==> config.mk <==
export PLATFORM = sky130hd
export DESIGN_NAME = forward_unit
export DESIGN_NICKNAME = d
export VERILOG_FILES = /design/src/rtl/forward_unit_pkg.sv /design/src/rtl/forward_unit_fwd_sel.sv /design/src/rtl/forward_unit.sv
export SDC_FILE = /design/constraint.sdc
export NUM_CORES = 1
export LEC_CHECK = 0
export BUFFER_PORTS_ARGS = -buffer_cell sky130_fd_sc_hd__buf_4
export CORE_UTILIZATION = 40
export DETAILED_ROUTE_END_ITERATION = 6
export GPL_TIMING_DRIVEN = 0
export PLACE_DENSITY_LB_ADDON = 0.15
export REMOVE_ABC_BUFFERS = 1
export SLEW_MARGIN = 20
export SYNTH_ARGS = -nofsm -noshare
export SYNTH_HDL_FRONTEND = slang
export SYNTH_HIERARCHICAL = 1
export SYNTH_SLANG_ARGS = --single-unit
==> constraint.sdc <==
create_clock -name clk -period 7.4 [get_ports clk]
set_input_delay 0.74 -clock clk [delete_from_list [all_inputs] [get_ports clk]]
set_output_delay 0.74 -clock clk [all_outputs]
set_load 0.01 [all_outputs]
==> src/rtl/forward_unit_pkg.sv <==
// Shared widths, forward-select codes and pipeline tracking entry for the forwarding unit.
// Latency: n/a (types, constants and one pure helper function).
// Backpressure: n/a.
package forward_unit_pkg;

    localparam int DATA_W     = 32;
    localparam int REG_ADDR_W = 5;
    localparam int FWD_SEL_W  = 2;

    typedef logic [DATA_W-1:0]     data_t;
    typedef logic [REG_ADDR_W-1:0] reg_addr_t;

    typedef enum logic [FWD_SEL_W-1:0] {
        FWD_SEL_NONE = 2'd0,
        FWD_SEL_MEM  = 2'd1,
        FWD_SEL_WB   = 2'd2
    } fwd_sel_e;

    // One in-flight instruction as seen by the hazard logic.
    typedef struct packed {
        logic      valid;
        logic      wr_en;
        reg_addr_t wr_addr;
        logic      is_load;
    } entry_t;

    localparam entry_t ENTRY_BUBBLE = '0;

    // True when the entry will write register r.
    function automatic logic entry_writes(input entry_t e, input reg_addr_t r);
        return e.valid & e.wr_en & (e.wr_addr == r);
    endfunction

endpackage

==> src/rtl/forward_unit_fwd_sel.sv <==
// Per-operand forward source picker: newest non-load producer (MEM) beats older one (WB).
// Latency: purely combinational; the caller registers the result at pipeline advance.
// Backpressure: none; the caller decides when the result is captured.
module fwd_sel
    import forward_unit_pkg::*;
(
    input  reg_addr_t src_i,
    input  logic      use_i,
    input  entry_t    ex_e_i,
    input  entry_t    mem_e_i,
    output fwd_sel_e  sel_o
);

    // Priority pick; loads still in EX never feed MEM-forward because their data is not ready yet.
    always_comb begin
        sel_o = FWD_SEL_NONE;
        if (use_i) begin
            if (entry_writes(ex_e_i, src_i) && !ex_e_i.is_load) begin
                sel_o = FWD_SEL_MEM;
            end else if (entry_writes(mem_e_i, src_i)) begin
                sel_o = FWD_SEL_WB;
            end
        end
    end

endmodule

==> src/rtl/forward_unit.sv <==
// Operand forwarding select for the EX ALU muxes plus one-cycle load-use stall of ID.
// Latency: select registered at advance into EX; forward data is combinational from that select.
// Backpressure: pipe_hold freezes all state; stall_id holds PC and IF/ID on a load-use hazard.
module forward_unit
    import forward_unit_pkg::*;
#(
    parameter int CNT_W = 16
) (
    input  logic             clk,
    input  logic             rst,
    input  logic             pipe_hold,
    input  logic             flush,
    input  logic             id_valid,
    input  logic             id_use_a,
    input  logic             id_use_b,
    input  reg_addr_t        id_src_a,
    input  reg_addr_t        id_src_b,
    input  logic             id_wr_en,
    input  reg_addr_t        id_wr_addr,
    input  logic             id_is_load,
    input  data_t            mem_result,
    input  data_t            wb_result,
    output logic             fwd_a_en,
    output logic             fwd_b_en,
    output data_t            fwd_a_data,
    output data_t            fwd_b_data,
    output logic             stall_id,
    output logic [CNT_W-1:0] lu_stall_cnt
);

    // Only the EX and MEM occupants can be forwarding sources for the next EX instruction;
    // whatever sits in WB at that point is already visible through the register file.
    entry_t           ex_q, mem_q, ex_d;
    fwd_sel_e         sel_a_q, sel_b_q, sel_a_d, sel_b_d;
    logic [CNT_W-1:0] cnt_q, cnt_d;
    logic             lu;
    logic             ex_load_ok;

    // Load-use hazard: a source the ID instruction reads is produced by a load still in EX.
    always_comb begin
        lu = id_valid & ex_q.is_load &
             ((id_use_a & entry_writes(ex_q, id_src_a)) |
              (id_use_b & entry_writes(ex_q, id_src_b)));
        stall_id   = lu & ~flush;
        ex_load_ok = id_valid & ~flush & ~stall_id;
    end

    // Next EX entry: real instruction when it may advance, otherwise a bubble.
    always_comb begin
        ex_d = ENTRY_BUBBLE;
        if (ex_load_ok) begin
            ex_d.valid   = 1'b1;
            ex_d.wr_en   = id_wr_en;
            ex_d.wr_addr = id_wr_addr;
            ex_d.is_load = id_is_load;
        end
    end

    // The entries about to move into MEM and WB are today's EX and MEM occupants.
    fwd_sel u_sel_a (
        .src_i   (id_src_a),
        .use_i   (id_use_a & ex_load_ok),
        .ex_e_i  (ex_q),
        .mem_e_i (mem_q),
        .sel_o   (sel_a_d)
    );

    fwd_sel u_sel_b (
        .src_i   (id_src_b),
        .use_i   (id_use_b & ex_load_ok),
        .ex_e_i  (ex_q),
        .mem_e_i (mem_q),
        .sel_o   (sel_b_d)
    );

    // Saturating count of cycles lost to load-use stalls.
    always_comb begin
        cnt_d = cnt_q;
        if (stall_id && !(&cnt_q)) begin
            cnt_d = cnt_q + CNT_W'(1);
        end
    end

    // Pipeline tracking, selects and counter all move together on an advancing edge.
    always_ff @(posedge clk or negedge rst) begin
        if (!rst) begin
            ex_q    <= ENTRY_BUBBLE;
            mem_q   <= ENTRY_BUBBLE;
            sel_a_q <= FWD_SEL_NONE;
            sel_b_q <= FWD_SEL_NONE;
            cnt_q   <= '0;
        end else if (!pipe_hold) begin
            ex_q    <= ex_d;
            mem_q   <= ex_q;
            sel_a_q <= sel_a_d;
            sel_b_q <= sel_b_d;
            cnt_q   <= cnt_d;
        end
    end

    // Forward data tracks the live stage results so late-settling values still reach the ALU.
    always_comb begin
        fwd_a_en = (sel_a_q != FWD_SEL_NONE);
        fwd_b_en = (sel_b_q != FWD_SEL_NONE);
        case (sel_a_q)
            FWD_SEL_MEM: fwd_a_data = mem_result;
            FWD_SEL_WB:  fwd_a_data = wb_result;
            default:     fwd_a_data = '0;
        endcase
        case (sel_b_q)
            FWD_SEL_MEM: fwd_b_data = mem_result;
            FWD_SEL_WB:  fwd_b_data = wb_result;
            default:     fwd_b_data = '0;
        endcase
    end

    assign lu_stall_cnt = cnt_q;

endmodule

==> impl_metrics.ini, run 1 <==
[run_status]
outcome = finished, final reports clean

[layout]
antennaDiodeCount = 0
filler_cell_count = 698
multiInputGateArea_um2 = 2100
synthToLayoutAreaGrowth_pct = 45.6
ff_latch_area_um2 = 876
utilization_pct = 61.0
nets = 588
fraction_of_layout_instances_using_a_drive_strength_above_1_pct = 42.3
layout.cells.most_common_list = buf_4, nor2b_1, a22oi_1
leading_cell_type_in_the_layout_fill_and_taps_excluded = buf_4

[timing]
hold_viol = 0
fin_tns_setup_ns = 0
final.min_clock_period_ns = 2.70
maxClockFrequency_mhz = 370
final-setup-viol-count = 0
maxSlewHeadroom_pct = 42.3
post-route-period-util_pct = 36.5
worst_clock_skew_ns = 0.00299
timing_worst_slew_pin_value_ns = 0.858
final-max-slew-violation-count = 0
setup_repair_after_global_routing_missed_its_margin = no

[clock_network]
cts_root_buf = clkbuf_8
worstSkewPairLatency_ns = 0.28
htree_num_levels = 2
cts-hold-fix-buffers = 0
clock_path_buffers = 2
cts_sinks = 35
path_clk_slew_ns = 0.07
cts-buffers-inserted = 5
cts_setup_buffers = 0
clock_tree_from_tritoncts = yes
post_cts_resized = 0

[setup_path]
start_kind = register
cp.arrival_ns = 1.96
timing.setup.critical_path_class = register to primary output
crit_path_max_incr_delay_ns = 0.85
timing.critical_path.cells = inv_1 -> ha_1 -> nor2b_1 -> buf_4
setup.worst_path.end_class = primary output
critical_path_fanouts_max = 32
timing.reg2reg.worst_path_depth = 7
crit_path_top_delay_cell = ha_1
setup.reg_to_reg.worst_slack_ns = 4.77
crit-reg2reg-capture = sel_b_q[0]
required_ns = 6.66
rr_startpoint = ex_q[5]

[detailed_routing]
drt-initial-drc-count = 142
drtAntennaViolNets = 0
first_pass_iters = 5
drt_drc = 0
via_count = 3214
post_drt_via_cell_ratio = 5.42
finalWirelength_um = 9630
wl_per_cell_um = 16.2

[logic_synthesis]
syn-instance-count = 340
synthesis.yosys.warnings = 6
synth_area_per_cell_um2 = 9.09
syn-cell-area_um2 = 3090

[power_and_ir_drop]
fin_total_pwr_uw = 419
pwr_per_cell_area_nw_per_um2 = 93.1
p_leak_uw = 0.00191
irDropWorstVdd_uv = 122

[die]
io_pins = 171
core.rowCount = 31
dieArea_um2 = 8080
core_area_um2 = 7370
die_height_um = 89.9
initial_core_util_pct = 41.9
die_width_um = 89.9

[global_routing]
largest_net_degree_at_the_start_of_global_routing = 40
grt_pass1_vias = 3086
grt.overflow.total = 0
grt_use_total_pct = 23.5
grt_first_pass_wirelength_um = 15600
antenna_found_initial = 0

[min_path]
timing.hold.worst.class = input pin to asynchronous set/reset pin

[run]
drv_cap = 0

[place]
gp_congestion = 0.809
dp.final_hpwl_um = 7030
place.port_buffers = 170
## worst max path at each step
stage                          startpoint  cells after the start  slack, ns         endpoint
after CTS                      sel_b_q[0]                      4       4.66    fwd_b_data[8]
after global routing           sel_b_q[1]                      4       4.52   fwd_b_data[31]
after global placement    lu_stall_cnt[0]                      5       3.98  lu_stall_cnt[1]
after floorplan           lu_stall_cnt[0]                      5       4.53  lu_stall_cnt[1]
after detailed placement      id_src_b[4]                      8       4.41       sel_b_q[0]
final                          sel_b_q[1]                      4       4.70   fwd_b_data[12]
## power breakdown
| group | internal [µW] | switching [µW] | leakage [µW] |
|---|---|---|---|
| Sequential | 197 | 8.44 | 0.000481 |
| Combinational | 48.7 | 33.1 | 0.00138 |
| Clock | 64.3 | 67.0 | 0.0000477 |
| Total | 310 | 109 | 0.00191 |
## routing by layer
layer  part of all wire [%]  GRT usage, %  routed length, µm
met1                     43          30.0               4110
met3                    5.7          3.81                553
met2                     50          41.3               4860
met4                    1.2          5.78                112
met5                      0             0                  0
## area by class of cell
type                            instances  share of cell area [%]
Inverter                                6                   0.501
Multi-Input combinational cell        274                    46.8
Clock buffer                            5                    1.53
Clock inverter                          3                   0.334
Tap cell                               99                    2.75
Timing Repair Buffer                  171                    28.6
Sequential cell                        35                    19.5
## flip-flops by register name, indices dropped and copies added (netlist names)
signal and flops:
lu_stall_cnt 16, sel_a_q 2, mem_q 7, sel_b_q 2, ex_q 8
## worst max-delay path, delay by kind of cell, from the launching register on
kind / cells / cell delay [ns]
fa+ha+maj: 1 / 0.85
flops: 1 / 0.38
simple gates: 1 / 0.24
buf+inv: 2 / 0.21
## metrics by stage
stage          cell area, µm²  hold slack [ns]  instances  setup WS (ns)
3_3_place_gp             4390            0.484        584           3.98
2_1_floorplan            2990            0.444        315           4.53
5_1_grt                  4500            0.419        593           4.52
4_1_cts                  4500            0.406        593           4.66
3_5_place_dp             4410            0.483        585           4.41
6_report                 4500            0.393        593           4.70
(Power assumes the default switching activity.)
==> run 2, diff against run 1 <==
--- a/config.mk
+++ b/config.mk
@@ -5,6 +5,7 @@
 export SDC_FILE = /design/constraint.sdc
 export NUM_CORES = 1
 export LEC_CHECK = 0
+export ABC_AREA = 1
 export BUFFER_PORTS_ARGS = -buffer_cell sky130_fd_sc_hd__buf_4
 export CORE_UTILIZATION = 40
 export DETAILED_ROUTE_END_ITERATION = 6
==> constraint.sdc (replaced) <==
create_clock -name clk -period 2.4 [get_ports clk]
set_input_delay 0.24 -clock clk [delete_from_list [all_inputs] [get_ports clk]]
set_output_delay 0.24 -clock clk [all_outputs]
set_load 0.01 [all_outputs]
==> impl_metrics.ini, run 2 <==
[run_status]
outcome = finished, final reports clean

[layout]
multiInputGateArea_um2 = 2010
nets = 843
largest_register_ff_count = 16
antennaDiodeCount = 0
synthToLayoutAreaGrowth_pct = 43.8
ff_latch_area_um2 = 876
leading_cell_type_in_the_layout_fill_and_taps_excluded = nand2_1
fraction_of_layout_instances_using_a_drive_strength_above_1_pct = 28.2
filler_cell_count = 811
layout.cells.most_common_list = nand2_1, buf_4, inv_1
finish.instance_area_um2 = 4740

[detailed_routing]
drtAntennaViolNets = 0
drt_drc = 0
finalWirelength_um = 11300
first_pass_iters = 5
drt-initial-drc-count = 222
via_count = 4225
post_drt_via_cell_ratio = 4.96
wl_per_cell_um = 13.3

[die]
dieArea_um2 = 8610
die_width_um = 92.8
core_area_um2 = 7850
initial_core_util_pct = 42.0
die_height_um = 92.8
io_pins = 171
core.rowCount = 32

[timing]
worst_clock_skew_ns = 0.0129
timing_worst_slew_pin_value_ns = 0.657
final.min_clock_period_ns = 2.21
maxClockFrequency_mhz = 452
finalHoldWorstSlack_ns = 0.146
maxSlewHeadroom_pct = 56.2
final-setup-viol-count = 0
fin_tns_setup_ns = 0
post-route-period-util_pct = 92.2
final-max-slew-violation-count = 0
hold_viol = 0
setup_repair_after_global_routing_missed_its_margin = no

[global_routing]
antenna_found_initial = 0
grt_first_pass_wirelength_um = 17600
largest_net_degree_at_the_start_of_global_routing = 36
grt_use_total_pct = 25.0
grt_pass1_vias = 3824
grt.overflow.total = 0

[logic_synthesis]
synthesis.yosys.warnings = 6
syn-cell-area_um2 = 3300
syn-instance-count = 592
synth_area_per_cell_um2 = 5.57

[place]
detailed_place.area_um2 = 4600
dp.final_hpwl_um = 8200
gp_congestion = 0.883
place.port_buffers = 170

[setup_path]
required_ns = 2.16
timing.setup.critical_path_class = register to primary output
start_kind = register
timing.critical_path.max_delay_family = buffers and inverters
timing.critical_path.cells = inv_1 -> ha_1 -> clkinvlp_4 -> a21oi_1 -> buf_4
critical_path_fanouts_max = 16
setup.reg_to_reg.worst_slack_ns = 0.38
crit_path_max_incr_delay_ns = 0.40
setup.worst_path.end_class = primary output
cp.arrival_ns = 1.97
crit_path_top_delay_cell = ha_1
cp_num_buf_inv = 3

[clock_network]
worstSkewPairLatency_ns = 0.30
cts_sinks = 35
path_clk_slew_ns = 0.09
cts-buffers-inserted = 5
htree_num_levels = 2
clock_tree_from_tritoncts = yes
cts_root_buf = clkbuf_8
clock_path_buffers = 2
cts_setup_buffers = 0

[min_path]
timing.hold.worst.class = input pin to register

[power_and_ir_drop]
irDropWorstVdd_uv = 254
p_leak_uw = 0.00229
pwr_per_cell_area_nw_per_um2 = 291

[run]
drv_cap = 0
## run 2: area by class of cell
class / count / area share [%]
multi-input cells: 447 / 42.3
flip-flops and latches: 35 / 18.5
well taps: 102 / 2.69
inverters: 86 / 6.97
repair inverters: 2 / 0.317
clock buffers: 6 / 1.74
clock inverters: 2 / 0.343
repair buffers: 171 / 27.1
## run 2: power by group
group / internal, µW / leakage, µW / switching [µW]
sequential: 606 / 0.000476 / 23.5
clock: 235 / 0.0000474 / 245
combinational: 135 / 0.00177 / 133
total: 975 / 0.00229 / 402
## run 2: routing by layer
metal  part of all wire, %  up-vias  track usage [%]  wire, µm
li1                      -     2123                -         -
met1                    43     1905             32.3      4840
met2                    47      167             40.9      5350
met3                   6.8       30             4.93       768
met4                   2.8        0             9.62       318
met5                     0        -                0         0
## run 2: worst paths after layout
kind	depth (start not counted)	start	to
min reg2reg	2	mem_q[7]	mem_q[7]
max reg2reg	9	lu_stall_cnt[0]	lu_stall_cnt[13]
min	3	id_wr_addr[4]	ex_q[5]
min in group asynchronous	2	rst	lu_stall_cnt[2]
max	5	sel_a_q[0]	fwd_a_data[0]
max in group asynchronous	2	rst	lu_stall_cnt[10]
## run 2: worst min-delay path: cells and delay by family
family / cells / cell delay [ns]
simple gates: 1 / 0.04
buf+inv: 1 / 0.07
compound gates: 1 / 0.06
## run 2: stage by stage
step / instances / util (%) / setup WS (ns) / power (µW)
floorplan: 568 / - / 0.435 / 733
global placement: 840 / 58.5 / 0.127 / 898
detailed placement: 840 / 58.7 / 0.0953 / 906
CTS: 849 / 60.1 / 0.0155 / 1390
global route: 851 / 60.4 / 0.0110 / 1440
finish: 851 / 60.4 / 0.186 / 1380
## run 2: repair_timing
| action | 4_1_cts | 5_1_grt |
|---|---|---|
| hold endpoints to repair | 35 | 0 |
| resized for setup | 1 | 4 |
| hold buffers | 1 | 0 |
| cloned | 0 | 2 |
| endpoints found under the setup margin | 1 | 63 |
==> run 3, diff against run 2 <==
--- a/config.mk
+++ b/config.mk
@@ -5,7 +5,7 @@
 export SDC_FILE = /design/constraint.sdc
 export NUM_CORES = 1
 export LEC_CHECK = 0
-export ABC_AREA = 1
+export ABC_AREA = 0
 export BUFFER_PORTS_ARGS = -buffer_cell sky130_fd_sc_hd__buf_4
 export CORE_UTILIZATION = 40
 export DETAILED_ROUTE_END_ITERATION = 6
==> impl_metrics.ini, run 3 (synthesis gave the netlist of run 1 again) <==
[detailed_routing]
drt-initial-drc-count = 142
first_pass_iters = 4
via_count = 3279
finalWirelength_um = 9900
wl_per_cell_um = 16.3
drt_drc = 0
drtAntennaViolNets = 0
post_drt_via_cell_ratio = 5.41

[global_routing]
antenna_found_initial = 0
grt.overflow.total = 0
largest_net_degree_at_the_start_of_global_routing = 40
grt_first_pass_wirelength_um = 15800
grt_use_total_pct = 23.8
grt_pass1_vias = 3123

[clock_network]
htree_num_levels = 2
cts-buffers-inserted = 5
path_clk_slew_ns = 0.07
clock_tree_from_tritoncts = yes
clock_path_buffers = 2
cts_sinks = 35
worstSkewPairLatency_ns = 0.29
cts_root_buf = clkbuf_8

[power_and_ir_drop]
pwr_per_cell_area_nw_per_um2 = 284
irDropWorstVdd_uv = 371
p_leak_uw = 0.00199

[timing]
hold_viol = 0
worst_clock_skew_ns = 0.00458
timing_worst_slew_pin_value_ns = 0.861
final.min_clock_period_ns = 2.34
fin_tns_setup_ns = 0
post-route-period-util_pct = 97.6
maxClockFrequency_mhz = 427
final-setup-viol-count = 0
finalHoldWorstSlack_ns = 0.296
final-max-slew-violation-count = 0
maxSlewHeadroom_pct = 42.6

[die]
core.rowCount = 31
die_height_um = 89.9
dieArea_um2 = 8080
io_pins = 171
initial_core_util_pct = 41.9
core_area_um2 = 7370
die_width_um = 89.9

[layout]
layout.cells.non_filler = 606
leading_cell_type_in_the_layout_fill_and_taps_excluded = buf_4
fraction_of_layout_instances_using_a_drive_strength_above_1_pct = 44.8
finish.instance_area_um2 = 4630
layout.cells.most_common_list = buf_4, nor2b_1, a22oi_1
antennaDiodeCount = 0
synthToLayoutAreaGrowth_pct = 49.9
filler_cell_count = 674
nets = 601
utilization_pct = 62.9
ff_latch_area_um2 = 881
largest_register_ff_count = 16
multiInputGateArea_um2 = 2130

[setup_path]
critical_path_fanouts_max = 4
cp.arrival_ns = 2.51
required_ns = 2.57
timing.setup.critical_path_class = register to register
start_kind = register
setup.worst_path.end_class = register

[place]
place.port_buffers = 170
gp_congestion = 0.809
detailed_place.area_um2 = 4410
numPlacedInstances = 585
dp.final_hpwl_um = 7030

[run_status]
outcome = finished, final reports clean

[min_path]
timing.hold.worst.class = input pin to register

[run]
drv_cap = 0
run 3: cell types whose count changed in the layout (fill, tap and decap cells not counted), moves of 24 or more:
cell,before,now
nand2_1,285,4
a21oi_1,66,0
inv_1,77,6
nor2b_1,0,71
xnor2_1,0,24
a22oi_1,0,64
run 3: worst paths after layout:
kind	start	end	slack, ns	cells after the start
setup / recovery	ex_q[5]	sel_b_q[0]	0.06	7
hold / removal	id_wr_addr[0]	ex_q[1]	0.30	3
setup reg to reg	ex_q[5]	sel_b_q[0]	0.06	7
hold reg to reg	lu_stall_cnt[4]	lu_stall_cnt[4]	0.49	1
max in group asynchronous	rst	ex_q[5]	1.59	2
min in group asynchronous	rst	lu_stall_cnt[4]	0.46	2
run 3: critical path, cell delays in order (launching register included):
cell and delay (ns):
dfrtp_2 0.44, xor2_1 0.19, or4b_1 0.55, o22a_4 0.27
and3b_2 0.24, and2_1 0.17, and2_1 0.13, mux2_2 0.25
run 3: where the power goes:
group | switching [µW] | leakage (µW) | internal [µW] | total [µW]
logic | 110 | 0.00147 | 163 | 274
clock network | 210 | 0.0000477 | 198 | 408
registers | 24.6 | 0.000475 | 608 | 633
run 3: area by class of cell:
type	instances	area share, %
clock buffer	5	1.49
multi-input combinational	274	46.1
inverter	6	0.486
sequential	35	19.0
timing repair buffer	184	30.0
clock inverter	3	0.324
tap	99	2.67
run 3: metal layers:
layer | up-vias | routed length, µm | GRT usage, %
li1 | 1576 | - | -
met4 | 0 | 112 | 5.78
met2 | 127 | 5060 | 42.3
met1 | 1565 | 4140 | 29.8
met5 | - | 0 | 0
met3 | 11 | 589 | 4.15
run 3: what timing repair did:
item / in CTS / in global routing
setup endpoints to repair: 5 / 8
buffers inserted: 4 / 8
hold buffers: 1 / 0
pin swaps: 2 / 2
resized for setup: 3 / 5
endpoints found under the hold margin: 35 / 0
run 3: per-stage QoR:
step	power, µW	worst slack (ns)
finish	1310	0.0580
global route	1380	-0.00768
CTS	1320	0.0275
detailed placement	896	-0.219
global placement	888	-1.02
floorplan	722	-0.470
